$ cat config.mk
export PLATFORM = sky130hd
export DESIGN_NAME = rtc_reader_flat
export DESIGN_NICKNAME = d
export VERILOG_FILES = /design/src/rtl/rtc_pkg.sv /design/src/rtl/rtc_reader_if.sv /design/src/rtl/rtc_bus_cycle.sv /design/src/rtl/rtc_reader.sv /design/src/flat_wrapper.sv
export SDC_FILE = /design/constraint.sdc
export NUM_CORES = 1
export LEC_CHECK = 0
export BUFFER_PORTS_ARGS = -buffer_cell sky130_fd_sc_hd__buf_2
export CORE_MARGIN = 3
export CORE_UTILIZATION = 58
export DETAILED_ROUTE_END_ITERATION = 10
export GPL_TIMING_DRIVEN = 0
export HOLD_SLACK_MARGIN = 0.08
export PLACE_DENSITY = 0.79
export SLEW_MARGIN = 20
export SYNTH_ARGS = -nofsm -noshare
export SYNTH_HDL_FRONTEND = slang
export SYNTH_SLANG_ARGS = --single-unit
export TNS_END_PERCENT = 30
$ cat constraint.sdc
create_clock -name clk -period 2.7 [get_ports clk]
set_input_delay 0.81 -clock clk [delete_from_list [all_inputs] [get_ports clk]]
set_output_delay 0.81 -clock clk [all_outputs]
set_load 0.02 [all_outputs]
$ cat src/rtl/rtc_pkg.sv
// RTC reader shared definitions: register map, transfer command, FSM encodings.
// Latency: n/a (constants, types and a pure lookup function only).
// Backpressure: n/a.
package rtc_pkg;

  // Transfer command written in the first address phase of every sequence.
  localparam logic [7:0] RTC_CMD_XFER = 8'hF0;

  // Date/time registers.
  localparam logic [7:0] RTC_ADDR_SEG  = 8'h21;
  localparam logic [7:0] RTC_ADDR_MIN  = 8'h22;
  localparam logic [7:0] RTC_ADDR_HORA = 8'h23;
  localparam logic [7:0] RTC_ADDR_DIA  = 8'h24;
  localparam logic [7:0] RTC_ADDR_MES  = 8'h25;
  localparam logic [7:0] RTC_ADDR_ANO  = 8'h26;

  // Timer registers.
  localparam logic [7:0] RTC_ADDR_SEGT  = 8'h41;
  localparam logic [7:0] RTC_ADDR_MINT  = 8'h42;
  localparam logic [7:0] RTC_ADDR_HORAT = 8'h43;

  // Index of the last register read in a sequence (nine reads, 0..8).
  localparam logic [3:0] RTC_LAST_IDX = 4'd8;

  // Sequencer states.
  typedef enum logic [2:0] {
    IDLE,
    CMD_ADDR,
    CMD_GAP,
    ADDR,
    ADDR_GAP,
    DATA,
    DATA_GAP,
    COMMIT
  } rtc_state_t;

  // Single-access engine states.
  typedef enum logic [2:0] {
    BC_IDLE,
    BC_ADDR,
    BC_AGAP,
    BC_DATA,
    BC_DGAP
  } bc_state_t;

  // Read order: idx -> RTC register address.
  function automatic logic [7:0] reg_addr(input logic [3:0] idx);
    logic [7:0] a;
    a = 8'h00;
    case (idx)
      4'd0:    a = RTC_ADDR_SEG;
      4'd1:    a = RTC_ADDR_MIN;
      4'd2:    a = RTC_ADDR_HORA;
      4'd3:    a = RTC_ADDR_DIA;
      4'd4:    a = RTC_ADDR_MES;
      4'd5:    a = RTC_ADDR_ANO;
      4'd6:    a = RTC_ADDR_SEGT;
      4'd7:    a = RTC_ADDR_MINT;
      4'd8:    a = RTC_ADDR_HORAT;
      default: a = 8'h00;
    endcase
    return a;
  endfunction

endpackage

$ cat src/rtl/rtc_reader_if.sv
// RTC multiplexed address/data bus: AD byte lanes plus active-low strobes.
// Latency: n/a (wires only). Backpressure: none, the bus is timed by the master.
// Ports: ad_in (RTC->master), ad_out/ad_oe, cs_n/rd_n/wr_n, a_d (master->RTC).
interface rtc_reader_if;
  logic [7:0] ad_in;   // read data from the RTC
  logic [7:0] ad_out;  // value driven onto AD when ad_oe=1
  logic       ad_oe;   // 1 = master drives AD
  logic       cs_n;
  logic       rd_n;
  logic       wr_n;
  logic       a_d;     // 0 = address phase, 1 = data phase

  modport master (
    input  ad_in,
    output ad_out, ad_oe, cs_n, rd_n, wr_n, a_d
  );

  modport slave (
    output ad_in,
    input  ad_out, ad_oe, cs_n, rd_n, wr_n, a_d
  );
endinterface

$ cat src/rtl/rtc_bus_cycle.sv
// Single RTC access: address phase + gap, optionally data phase + gap.
// Latency: PHASE_CYC+GAP_CYC (write) or 2*(PHASE_CYC+GAP_CYC) (read) cycles.
// Backpressure: none; start is taken in BC_IDLE or on the done cycle for back-to-back.
// Ports: start/addr/read_en request, done pulse on the final gap cycle,
// phase_last on the last cycle of every phase/gap, rdata captured at end of data phase.
module rtc_bus_cycle
  import rtc_pkg::*;
#(
  parameter int PHASE_CYC = 10,
  parameter int GAP_CYC   = 5
) (
  input  logic          clk,
  input  logic          rst,
  input  logic          start,
  input  logic [7:0]    addr,
  input  logic          read_en,
  output logic          done,
  output logic          phase_last,
  output logic [7:0]    rdata,
  rtc_reader_if.master  bus
);

  localparam int MAXC = (PHASE_CYC > GAP_CYC) ? PHASE_CYC : GAP_CYC;
  localparam int CW   = $clog2(MAXC + 1);

  bc_state_t       state, state_nxt;
  logic [CW-1:0]   cnt;
  logic            rd_q;
  logic            accept;

  always_comb begin
    phase_last = 1'b0;
    case (state)
      BC_ADDR, BC_DATA: phase_last = (cnt == CW'(PHASE_CYC - 1));
      BC_AGAP, BC_DGAP: phase_last = (cnt == CW'(GAP_CYC - 1));
      default:          phase_last = 1'b0;
    endcase
  end

  // A write access ends after its address gap, a read after its data gap.
  assign done   = phase_last && ((state == BC_AGAP && !rd_q) || state == BC_DGAP);
  assign accept = start && (state == BC_IDLE || done);

  always_comb begin
    state_nxt = state;
    case (state)
      BC_IDLE: if (start)      state_nxt = BC_ADDR;
      BC_ADDR: if (phase_last) state_nxt = BC_AGAP;
      BC_AGAP: if (phase_last) state_nxt = rd_q ? BC_DATA : (start ? BC_ADDR : BC_IDLE);
      BC_DATA: if (phase_last) state_nxt = BC_DGAP;
      BC_DGAP: if (phase_last) state_nxt = start ? BC_ADDR : BC_IDLE;
      default:                 state_nxt = BC_IDLE;
    endcase
  end

  always_ff @(posedge clk or negedge rst) begin
    if (!rst) begin
      state <= BC_IDLE;
      cnt   <= '0;
      rd_q  <= 1'b0;
      rdata <= 8'h00;
    end else begin
      state <= state_nxt;
      if (state_nxt != state)    cnt <= '0;
      else if (state != BC_IDLE) cnt <= cnt + CW'(1);
      if (accept) rd_q <= read_en;
      if (state == BC_DATA && phase_last) rdata <= bus.ad_in;
    end
  end

  // Strobes are registered from the next state so the pins never glitch
  // on multi-bit state decode and still change on the same edge as the state.
  always_ff @(posedge clk or negedge rst) begin
    if (!rst) begin
      bus.cs_n   <= 1'b1;
      bus.rd_n   <= 1'b1;
      bus.wr_n   <= 1'b1;
      bus.a_d    <= 1'b0;
      bus.ad_oe  <= 1'b0;
      bus.ad_out <= 8'h00;
    end else begin
      bus.cs_n  <= !(state_nxt == BC_ADDR || state_nxt == BC_DATA);
      bus.wr_n  <= !(state_nxt == BC_ADDR);
      bus.rd_n  <= !(state_nxt == BC_DATA);
      bus.ad_oe <= (state_nxt == BC_ADDR);
      // a_d only moves on entry to a phase; gaps keep the last value.
      if (state_nxt == BC_ADDR)      bus.a_d <= 1'b0;
      else if (state_nxt == BC_DATA) bus.a_d <= 1'b1;
      if (accept)                    bus.ad_out <= addr;
      else if (state_nxt != BC_ADDR) bus.ad_out <= 8'h00;
    end
  end

endmodule

$ cat src/rtl/rtc_reader.sv
// Periodically reads RTC date/time/timer and commits all nine BCD bytes at once.
// Latency: (PHASE_CYC+GAP_CYC)*19+1 cycles from sequence start to committed outputs.
// Backpressure: bus_busy holds off new sequences (sampled in IDLE only); pending is kept.
// Ports: clk/rst, bus_busy, alarm_ack, RTC bus (master), segundo..horat, alarma, valid, busy.
module rtc_reader
  import rtc_pkg::*;
#(
  parameter int REFRESH_CYC = 1000000,
  parameter int PHASE_CYC   = 10,
  parameter int GAP_CYC     = 5
) (
  input  logic          clk,
  input  logic          rst,
  input  logic          bus_busy,
  input  logic          alarm_ack,
  rtc_reader_if.master  bus,
  output logic [7:0]    segundo,
  output logic [7:0]    minuto,
  output logic [7:0]    hora,
  output logic [7:0]    dia,
  output logic [7:0]    mes,
  output logic [7:0]    ano,
  output logic [7:0]    segundot,
  output logic [7:0]    minutot,
  output logic [7:0]    horat,
  output logic          alarma,
  output logic          valid,
  output logic          busy
);

  localparam int RW = (REFRESH_CYC > 1) ? $clog2(REFRESH_CYC) : 1;

  rtc_state_t       state, state_nxt;
  logic [RW-1:0]    rcnt;
  logic             wrap;
  logic             pending;
  logic             start_seq;
  logic [3:0]       idx;

  logic             eng_start;
  logic             eng_read;
  logic [7:0]       eng_addr;
  logic             eng_done;
  logic             eng_last;
  logic [7:0]       eng_rdata;

  // Entry order follows idx: [0]=segundo .. [5]=ano, [6]=segundot .. [8]=horat.
  logic [8:0][7:0]  shadow;
  logic [8:0][7:0]  cur;
  logic             alarm_set;

  rtc_bus_cycle #(
    .PHASE_CYC (PHASE_CYC),
    .GAP_CYC   (GAP_CYC)
  ) u_bus_cycle (
    .clk        (clk),
    .rst        (rst),
    .start      (eng_start),
    .addr       (eng_addr),
    .read_en    (eng_read),
    .done       (eng_done),
    .phase_last (eng_last),
    .rdata      (eng_rdata),
    .bus        (bus)
  );

  assign wrap      = (rcnt == RW'(REFRESH_CYC - 1));
  assign start_seq = (state == IDLE) && pending && !bus_busy;

  // Sequencer; each engine start is issued on the cycle the previous access
  // completes so the next address phase follows its gap with no bubble.
  always_comb begin
    state_nxt = state;
    eng_start = 1'b0;
    eng_read  = 1'b0;
    eng_addr  = 8'h00;
    case (state)
      IDLE: begin
        if (start_seq) begin
          state_nxt = CMD_ADDR;
          eng_start = 1'b1;
          eng_addr  = RTC_CMD_XFER;
        end
      end
      CMD_ADDR: if (eng_last) state_nxt = CMD_GAP;
      CMD_GAP: begin
        if (eng_done) begin
          state_nxt = ADDR;
          eng_start = 1'b1;
          eng_read  = 1'b1;
          eng_addr  = reg_addr(4'd0);
        end
      end
      ADDR:     if (eng_last) state_nxt = ADDR_GAP;
      ADDR_GAP: if (eng_last) state_nxt = DATA;
      DATA:     if (eng_last) state_nxt = DATA_GAP;
      DATA_GAP: begin
        if (eng_done) begin
          if (idx == RTC_LAST_IDX) begin
            state_nxt = COMMIT;
          end else begin
            state_nxt = ADDR;
            eng_start = 1'b1;
            eng_read  = 1'b1;
            eng_addr  = reg_addr(idx + 4'd1);
          end
        end
      end
      COMMIT:  state_nxt = IDLE;
      default: state_nxt = IDLE;
    endcase
  end

  // Alarm fires only on the transition of a committed timer to 00:00:00.
  assign alarm_set = (state == COMMIT) && valid &&
                     (cur[8:6] != '0) && (shadow[8:6] == '0);

  always_ff @(posedge clk or negedge rst) begin
    if (!rst) begin
      state   <= IDLE;
      rcnt    <= '0;
      pending <= 1'b1;
      idx     <= 4'd0;
      shadow  <= '0;
      cur     <= '0;
      valid   <= 1'b0;
      alarma  <= 1'b0;
      busy    <= 1'b0;
    end else begin
      state <= state_nxt;
      busy  <= (state_nxt != IDLE);
      rcnt  <= wrap ? '0 : rcnt + RW'(1);
      // A wrap while a sequence runs stays latched and triggers the next one.
      pending <= start_seq ? 1'b0 : (pending | wrap);

      if (state == CMD_GAP && eng_done)
        idx <= 4'd0;
      else if (state == DATA_GAP && eng_done && idx != RTC_LAST_IDX)
        idx <= idx + 4'd1;

      if (state == DATA_GAP && eng_done)
        shadow[idx] <= eng_rdata;

      if (state == COMMIT) begin
        cur   <= shadow;
        valid <= 1'b1;
      end

      if (alarm_set)      alarma <= 1'b1;
      else if (alarm_ack) alarma <= 1'b0;
    end
  end

  assign segundo  = cur[0];
  assign minuto   = cur[1];
  assign hora     = cur[2];
  assign dia      = cur[3];
  assign mes      = cur[4];
  assign ano      = cur[5];
  assign segundot = cur[6];
  assign minutot  = cur[7];
  assign horat    = cur[8];

endmodule

$ cat src/flat_wrapper.sv
// flat-port wrapper written by rule: the top's interface ports become plain ports
module rtc_reader_flat import rtc_pkg::*;
#(
  parameter int REFRESH_CYC = 1000000,
  parameter int PHASE_CYC   = 10,
  parameter int GAP_CYC     = 5
)
  (clk, rst, bus_busy, alarm_ack, segundo, minuto, hora, dia, mes, ano, segundot, minutot, horat, alarma, valid, busy, bus_ad_in, bus_ad_out, bus_ad_oe, bus_cs_n, bus_rd_n, bus_wr_n, bus_a_d);
  rtc_reader_if bus_i ();
  input  logic clk;
  input  logic rst;
  input  logic bus_busy;
  input  logic alarm_ack;
  output logic [7:0] segundo;
  output logic [7:0] minuto;
  output logic [7:0] hora;
  output logic [7:0] dia;
  output logic [7:0] mes;
  output logic [7:0] ano;
  output logic [7:0] segundot;
  output logic [7:0] minutot;
  output logic [7:0] horat;
  output logic alarma;
  output logic valid;
  output logic busy;
  input wire logic [$bits(bus_i.ad_in)-1:0] bus_ad_in;
  output wire logic [$bits(bus_i.ad_out)-1:0] bus_ad_out;
  output wire logic [$bits(bus_i.ad_oe)-1:0] bus_ad_oe;
  output wire logic [$bits(bus_i.cs_n)-1:0] bus_cs_n;
  output wire logic [$bits(bus_i.rd_n)-1:0] bus_rd_n;
  output wire logic [$bits(bus_i.wr_n)-1:0] bus_wr_n;
  output wire logic [$bits(bus_i.a_d)-1:0] bus_a_d;
  assign bus_i.ad_in = bus_ad_in;
  assign bus_ad_out = bus_i.ad_out;
  assign bus_ad_oe = bus_i.ad_oe;
  assign bus_cs_n = bus_i.cs_n;
  assign bus_rd_n = bus_i.rd_n;
  assign bus_wr_n = bus_i.wr_n;
  assign bus_a_d = bus_i.a_d;
  rtc_reader #(.REFRESH_CYC(REFRESH_CYC), .PHASE_CYC(PHASE_CYC), .GAP_CYC(GAP_CYC)) u_core (.clk(clk), .rst(rst), .bus_busy(bus_busy), .alarm_ack(alarm_ack), .bus(bus_i), .segundo(segundo), .minuto(minuto), .hora(hora), .dia(dia), .mes(mes), .ano(ano), .segundot(segundot), .minutot(minutot), .horat(horat), .alarma(alarma), .valid(valid), .busy(busy));
endmodule
==> flow_metrics.env, run 1 <==
export IMPL_p_leak_uw=0.00510
export IMPL_slew_headroom=0.303
export IMPL_antenna_cells=0
export IMPL_stdcell_area_sq_mm=0.0100
export IMPL_ir_worst_vdd_mv=0.499
export IMPL_placementRows=43
export IMPL_drt_iter0_markers=323
export IMPL_finalPower_uw=6070
export IMPL_worstSetupStartpointType="flop"
export IMPL_status="complete, no violations"
export IMPL_initial_utilization=0.604
export IMPL_synthToLayoutAreaGrowth_pct=17.6
export IMPL_drcViolationCount=0
export IMPL_powerDensity_mw_per_mm2=604
export IMPL_finalHoldViolCount=0
export IMPL_drv_slew=0
export IMPL_drive_gt1_frac=0.411
export IMPL_core_area_sq_mm=0.0141
export IMPL_grt_pass1_vias=5764
export IMPL_dp_cells=914
export IMPL_synthCells=634
export IMPL_ys_warn_count=0
export IMPL_grt_max_degree=86
export IMPL_cp_end_kind="flop"
export IMPL_drv_cap=0
export IMPL_die_x_microns=127
export IMPL_worstHoldPathType="in -> async"
export IMPL_hpwl_microns=12600
export IMPL_grt_pass1_wl_microns=30200
export IMPL_fin_crit_sh=0.956
export IMPL_clock_sinks=202
export IMPL_async_reset_ff_frac=1.00
export IMPL_synth_edff_count=0
export IMPL_antenna_found_initial=0
export IMPL_fin_crit_ps=2580
export IMPL_vias=5557
export IMPL_grt_total_usage=0.234
export IMPL_gr_total_overflow=0
export IMPL_cts_setup_buffers=0
export IMPL_drt_pass1_iter_count=5
export IMPL_pin_count=100
export IMPL_insertion_delay_ps=490
export IMPL_crit_type="reg -> reg"
export IMPL_die_area_sq_mm=0.0162
export IMPL_clockRootBuffer="clkbuf_16"
export IMPL_nets=776
export IMPL_cts_max_level=1
export IMPL_synth_fp_nets=653
export IMPL_synth_cell_types=62
export IMPL_fmax_ghz=0.387
export IMPL_avgViaCountPerCell=5.84
export IMPL_grt_setup_unrepaired="false"
export IMPL_final_util=0.710
export IMPL_cts_tree="built"
export IMPL_clk_pin_slew_ps=70
export IMPL_io_buffers=98
export IMPL_fin_cells=952
export IMPL_ys_ff_latch=202
export IMPL_tightest_slew_ps=1030
export IMPL_finalClockSkew_ps=17.4
export IMPL_clockBufferDepth=3
export IMPL_yosys_most_used_dff="dfrtp_1"
export IMPL_routed_wirelength_microns=18600
export IMPL_mostFrequentLayoutCells="dfrtp_1 (197), mux2_2 (153), buf_2 (99), nor2_1 (23)"
export IMPL_gp_congestion=0.869
export IMPL_seq_area_frac_synth=0.592
export IMPL_cts_buffers=21
export IMPL_worst_endpoint_required_ps=3080
export IMPL_synth_area_sq_mm=0.00854
export IMPL_layout_commonest_cell="dfrtp_1"
export IMPL_crit_arrival_ps=2960
export IMPL_placed_area_sq_mm=0.00933
export IMPL_postRouteAntennaNets=0
export IMPL_wl_per_cell_microns=19.6
export IMPL_setup_viol=0
export IMPL_crit_fanout=10
export IMPL_die_y_microns=127
export IMPL_synth_area_per_cell_sq_um=13.5
==> Yosys cell counts (5+ instances only) <==
cell | count | share of area
xnor2_1 | 11 | 0.011
nor2_1 | 23 | 0.010
nor2b_1 | 7 | 0.0051
nand4_1 | 6 | 0.0044
o22ai_1 | 7 | 0.0051
inv_1 | 11 | 0.0048
nor3_1 | 6 | 0.0035
ha_1 | 7 | 0.010
o211ai_1 | 6 | 0.0053
xor2_1 | 5 | 0.0051
nor4_1 | 13 | 0.0095
or3_1 | 5 | 0.0037
mux2_2 | 153 | 0.20
o21ai_0 | 15 | 0.0088
clkbuf_1 | 17 | 0.0075
dfrtp_1 | 198 | 0.58
nand2_1 | 21 | 0.0092
a21oi_1 | 9 | 0.0053
and3_1 | 7 | 0.0051
nand3_1 | 18 | 0.011
buf_1 | 8 | 0.0035
==> final cells by class <==
cell class | count | area, sq um
plain buffers | 33 | 164
repair buffers | 100 | 556
multi-input cells | 388 | 3290
inverters | 11 | 41.3
fillers | 979 | 4100
clock buffers | 26 | 584
flip-flops and latches | 202 | 5060
clock inverters | 12 | 124
well taps | 180 | 225
==> metrics by stage <==
step	setup TNS, ps	hold WS (ps)	worst slack (ps)
2_1_floorplan	0	431	359
3_3_place_gp	-442730	447	-2230
3_5_place_dp	0	472	104
4_1_cts	0	250	85.6
5_1_grt	0	268	2.17
6_report	0	252	118
==> power by group <==
group	total [uW]	internal [uW]	switching [uW]
registers	3040	3040	4.53
clock network	2910	1740	1170
logic	120	28.3	91.3
total	6070	4800	1270
==> layer usage <==
metal	vias to the layer above	track usage	share of wire
met2	139	0.394	0.50
met5	-	0	0
met3	29	0.0514	0.057
li1	2542	-	-
met1	2847	0.313	0.43
met4	0	0.0599	0.020
==> final timing paths <==
| path | cells after the start | endpoint | slack (ps) | startpoint |
|---|---|---|---|---|
| setup reg to reg | 7 | u_core.shadow[54] | 120 | u_core.u_bus_cycle.cnt[0] |
| hold / removal | 1 | u_core.shadow[2] | 250 | rst |
| setup / recovery | 7 | u_core.shadow[54] | 120 | u_core.u_bus_cycle.cnt[0] |
| max in group asynchronous | 2 | u_core.shadow[36] | 1710 | rst |
| min in group clk | 1 | u_core.rcnt[19] | 490 | u_core.rcnt[19] |
| hold reg to reg | 1 | u_core.rcnt[19] | 490 | u_core.rcnt[19] |
==> critical path, cell delays in order (launching register included) <==
cell and delay [ps]:
dfrtp_2 470, or4b_1 530, buf_2 190, a2111oi_4 420, buf_6 200, and3_1 180
buf_6 140, mux2_2 340
==> logic make-up (layout without fill, tap and decap cells) <==
family          count (synthesis)  in the layout  share of synthesized area
fa+ha+maj                       7              7                     0.0102
buf+inv                        44            182                     0.0240
mux                           157            157                      0.206
xor+xnor                       16             16                     0.0164
other cells                     1              1                   0.000439
compound gates                 66             66                     0.0551
simple gates                  141            141                     0.0953
flops                         202            202                      0.592
==> state kept, by name, indices dropped and copies added, names as in the netlist, 3 cells and up <==
register / cells
u_core.ano: 8
u_core.dia: 8
u_core.hora: 8
u_core.horat: 8
u_core.idx: 4
u_core.mes: 8
u_core.minuto: 8
u_core.minutot: 8
u_core.rcnt: 20
u_core.segundo: 8
u_core.segundot: 8
u_core.shadow: 72
u_core.state: 3
u_core.u_bus_cycle.bus.ad_out: 6
u_core.u_bus_cycle.cnt: 4
u_core.u_bus_cycle.rdata: 8
u_core.u_bus_cycle.state: 3
==> what timing repair did <==
action	in CTS	in global routing
resized for setup	0	2
hold buffers	0	0
endpoints found under the setup margin	0	12
Power figures use the tool's default switching activity.
==> inputs of run 2 (changes only) <==
--- a/config.mk
+++ b/config.mk
@@ -6,12 +6,15 @@
 export NUM_CORES = 1
 export LEC_CHECK = 0
 export BUFFER_PORTS_ARGS = -buffer_cell sky130_fd_sc_hd__buf_2
+export CELL_PAD_IN_SITES_DETAIL_PLACEMENT = 0
+export CELL_PAD_IN_SITES_GLOBAL_PLACEMENT = 1
 export CORE_MARGIN = 3
-export CORE_UTILIZATION = 58
+export CORE_UTILIZATION = 48
 export DETAILED_ROUTE_END_ITERATION = 10
 export GPL_TIMING_DRIVEN = 0
 export HOLD_SLACK_MARGIN = 0.08
-export PLACE_DENSITY = 0.79
+export PLACE_DENSITY_LB_ADDON = 0.1
+export SKIP_CTS_REPAIR_TIMING = 1
 export SLEW_MARGIN = 20
 export SYNTH_ARGS = -nofsm -noshare
 export SYNTH_HDL_FRONTEND = slang
==> flow_metrics.env, run 2 (synthesis gave the netlist of run 1 again) <==
export IMPL_die_y_microns=139
export IMPL_status="complete, no violations"
export IMPL_grt_total_usage=0.196
export IMPL_cts_max_level=1
export IMPL_routed_wirelength_microns=18900
export IMPL_fmax_ghz=0.392
export IMPL_worst_endpoint_required_ps=3080
export IMPL_fin_crit_sh=0.944
export IMPL_critPathMaxStageDelay_ps=520
export IMPL_grt_pass1_wl_microns=31200
export IMPL_placementRows=48
export IMPL_clk_pin_slew_ps=60
export IMPL_initial_utilization=0.492
export IMPL_finalHoldViolCount=0
export IMPL_top_register="u_core.shadow"
export IMPL_fin_crit_ps=2550
export IMPL_layout_filler_cells=1422
export IMPL_reg_top3="u_core.shadow: 72 flops, u_core.rcnt: 20 flops"
export IMPL_worstHoldPathType="in -> async"
export IMPL_hpwl_microns=13000
export IMPL_antenna_found_initial=1
export IMPL_crit_arrival_ps=2930
export IMPL_core_area_sq_mm=0.0174
export IMPL_powerDensity_mw_per_mm2=595
export IMPL_final_util=0.580
export IMPL_drcViolationCount=0
export IMPL_grt_max_degree=104
export IMPL_die_x_microns=139
export IMPL_vias=5482
export IMPL_setup_viol=0
export IMPL_finalClockSkew_ps=20.3
export IMPL_avgViaCountPerCell=5.50
export IMPL_ir_worst_vdd_mv=0.444
export IMPL_insertion_delay_ps=510
export IMPL_grt_pass1_vias=5851
export IMPL_grt_setup_unrepaired="false"
export IMPL_crit_fanout=10
export IMPL_cts_tree="built"
export IMPL_drt_pass1_iter_count=4
export IMPL_drv_cap=0
export IMPL_drv_slew=0
export IMPL_drive_gt1_frac=0.403
export IMPL_crit_type="reg -> reg"
export IMPL_clockRootBuffer="clkbuf_16"
export IMPL_layout_commonest_cell="dfrtp_1"
export IMPL_worstPathCellList="or4b_1 -> buf_2 -> a2111oi_4 -> buf_6 -> and3_1 -> buf_6 -> mux2_2"
export IMPL_gp_congestion=0.856
export IMPL_die_area_sq_mm=0.0194
export IMPL_synthToLayoutAreaGrowth_pct=17.7
export IMPL_slew_headroom=0.316
export IMPL_cpMostUsedCell="buf_6"
export IMPL_postRouteAntennaNets=0
export IMPL_clock_sinks=202
export IMPL_mostFrequentLayoutCells="dfrtp_1 (197), mux2_2 (153), buf_2 (99), clkbuf_1 (23), nor2_1 (23)"
export IMPL_nets=776
export IMPL_io_buffers=98
export IMPL_cts_buffers=22
export IMPL_timing_hold_ws_ps=330
export IMPL_pin_count=100
export IMPL_antenna_cells=0
export IMPL_largest_reg_flops=72
export IMPL_p_leak_uw=0.00509
export IMPL_cp_end_kind="flop"
export IMPL_gr_total_overflow=0
export IMPL_cp_slowest_cell="or4b_1"
export IMPL_drt_iter0_markers=215
export IMPL_worstSetupStartpointType="flop"
export IMPL_tightest_slew_ps=1010
export IMPL_clockBufferDepth=3
export IMPL_wl_per_cell_microns=19.0
-- run 2: through the flow --
stage	std cells	setup WS, ps	cell area, sq um	TNS, ps	power (uW)
2_1_floorplan	634	359	8540	0	3120
4_1_cts	996	86.7	10000	0	6080
3_3_place_gp	957	-2380	9320	-473260	3210
5_1_grt	996	38.8	10100	0	6200
6_report	996	151	10100	0	5990
3_5_place_dp	958	85.2	9360	0	3220
-- run 2: critical path: cells and delay by family, from the launching register on --
family	cells	cell delay, ps
simple gates	2	710
buf+inv	3	530
flops	1	470
compound gates	1	370
mux	1	330
-- run 2: where the power goes --
| part | leakage [uW] | internal (uW) | switching, uW |
|---|---|---|---|
| Sequential | 0.00270 | 3040 | 4.37 |
| Clock | 0.000336 | 1670 | 1160 |
| Combinational | 0.00205 | 24.2 | 90.8 |
| Total | 0.00509 | 4730 | 1260 |
-- run 2: layout make-up --
cell class	instances	area [sq um]	share of cell area
well taps	225	282	0.0280
flip-flops and latches	202	5060	0.503
plain buffers	33	164	0.0163
multi-input cells	388	3290	0.327
clock inverters	4	33.8	0.00336
clock buffers	34	656	0.0652
inverters	11	41.3	0.00410
repair buffers	99	528	0.0525
-- run 2: path summary, 6_finish.rpt --
path | startpoint | to | slack, ps | depth (start not counted)
setup / recovery | u_core.u_bus_cycle.cnt[0] | u_core.shadow[62] | 150 | 7
hold / removal | rst | u_core.u_bus_cycle.cnt[0] | 330 | 1
setup reg to reg | u_core.u_bus_cycle.cnt[0] | u_core.shadow[62] | 150 | 7
hold reg to reg | u_core.rcnt[19] | u_core.rcnt[19] | 470 | 1
max in group asynchronous | rst | u_core.shadow[33] | 1450 | 2
min in group clk | u_core.rcnt[19] | u_core.rcnt[19] | 470 | 1
-- run 2: per-layer routing --
layer / track usage / part of all wire / vias up
met5: 0 / 0.0011 / -
met4: 0.0541 / 0.025 / 2
met3: 0.0491 / 0.046 / 42
met2: 0.324 / 0.48 / 109
met1: 0.260 / 0.44 / 2791
li1: - / - / 2538
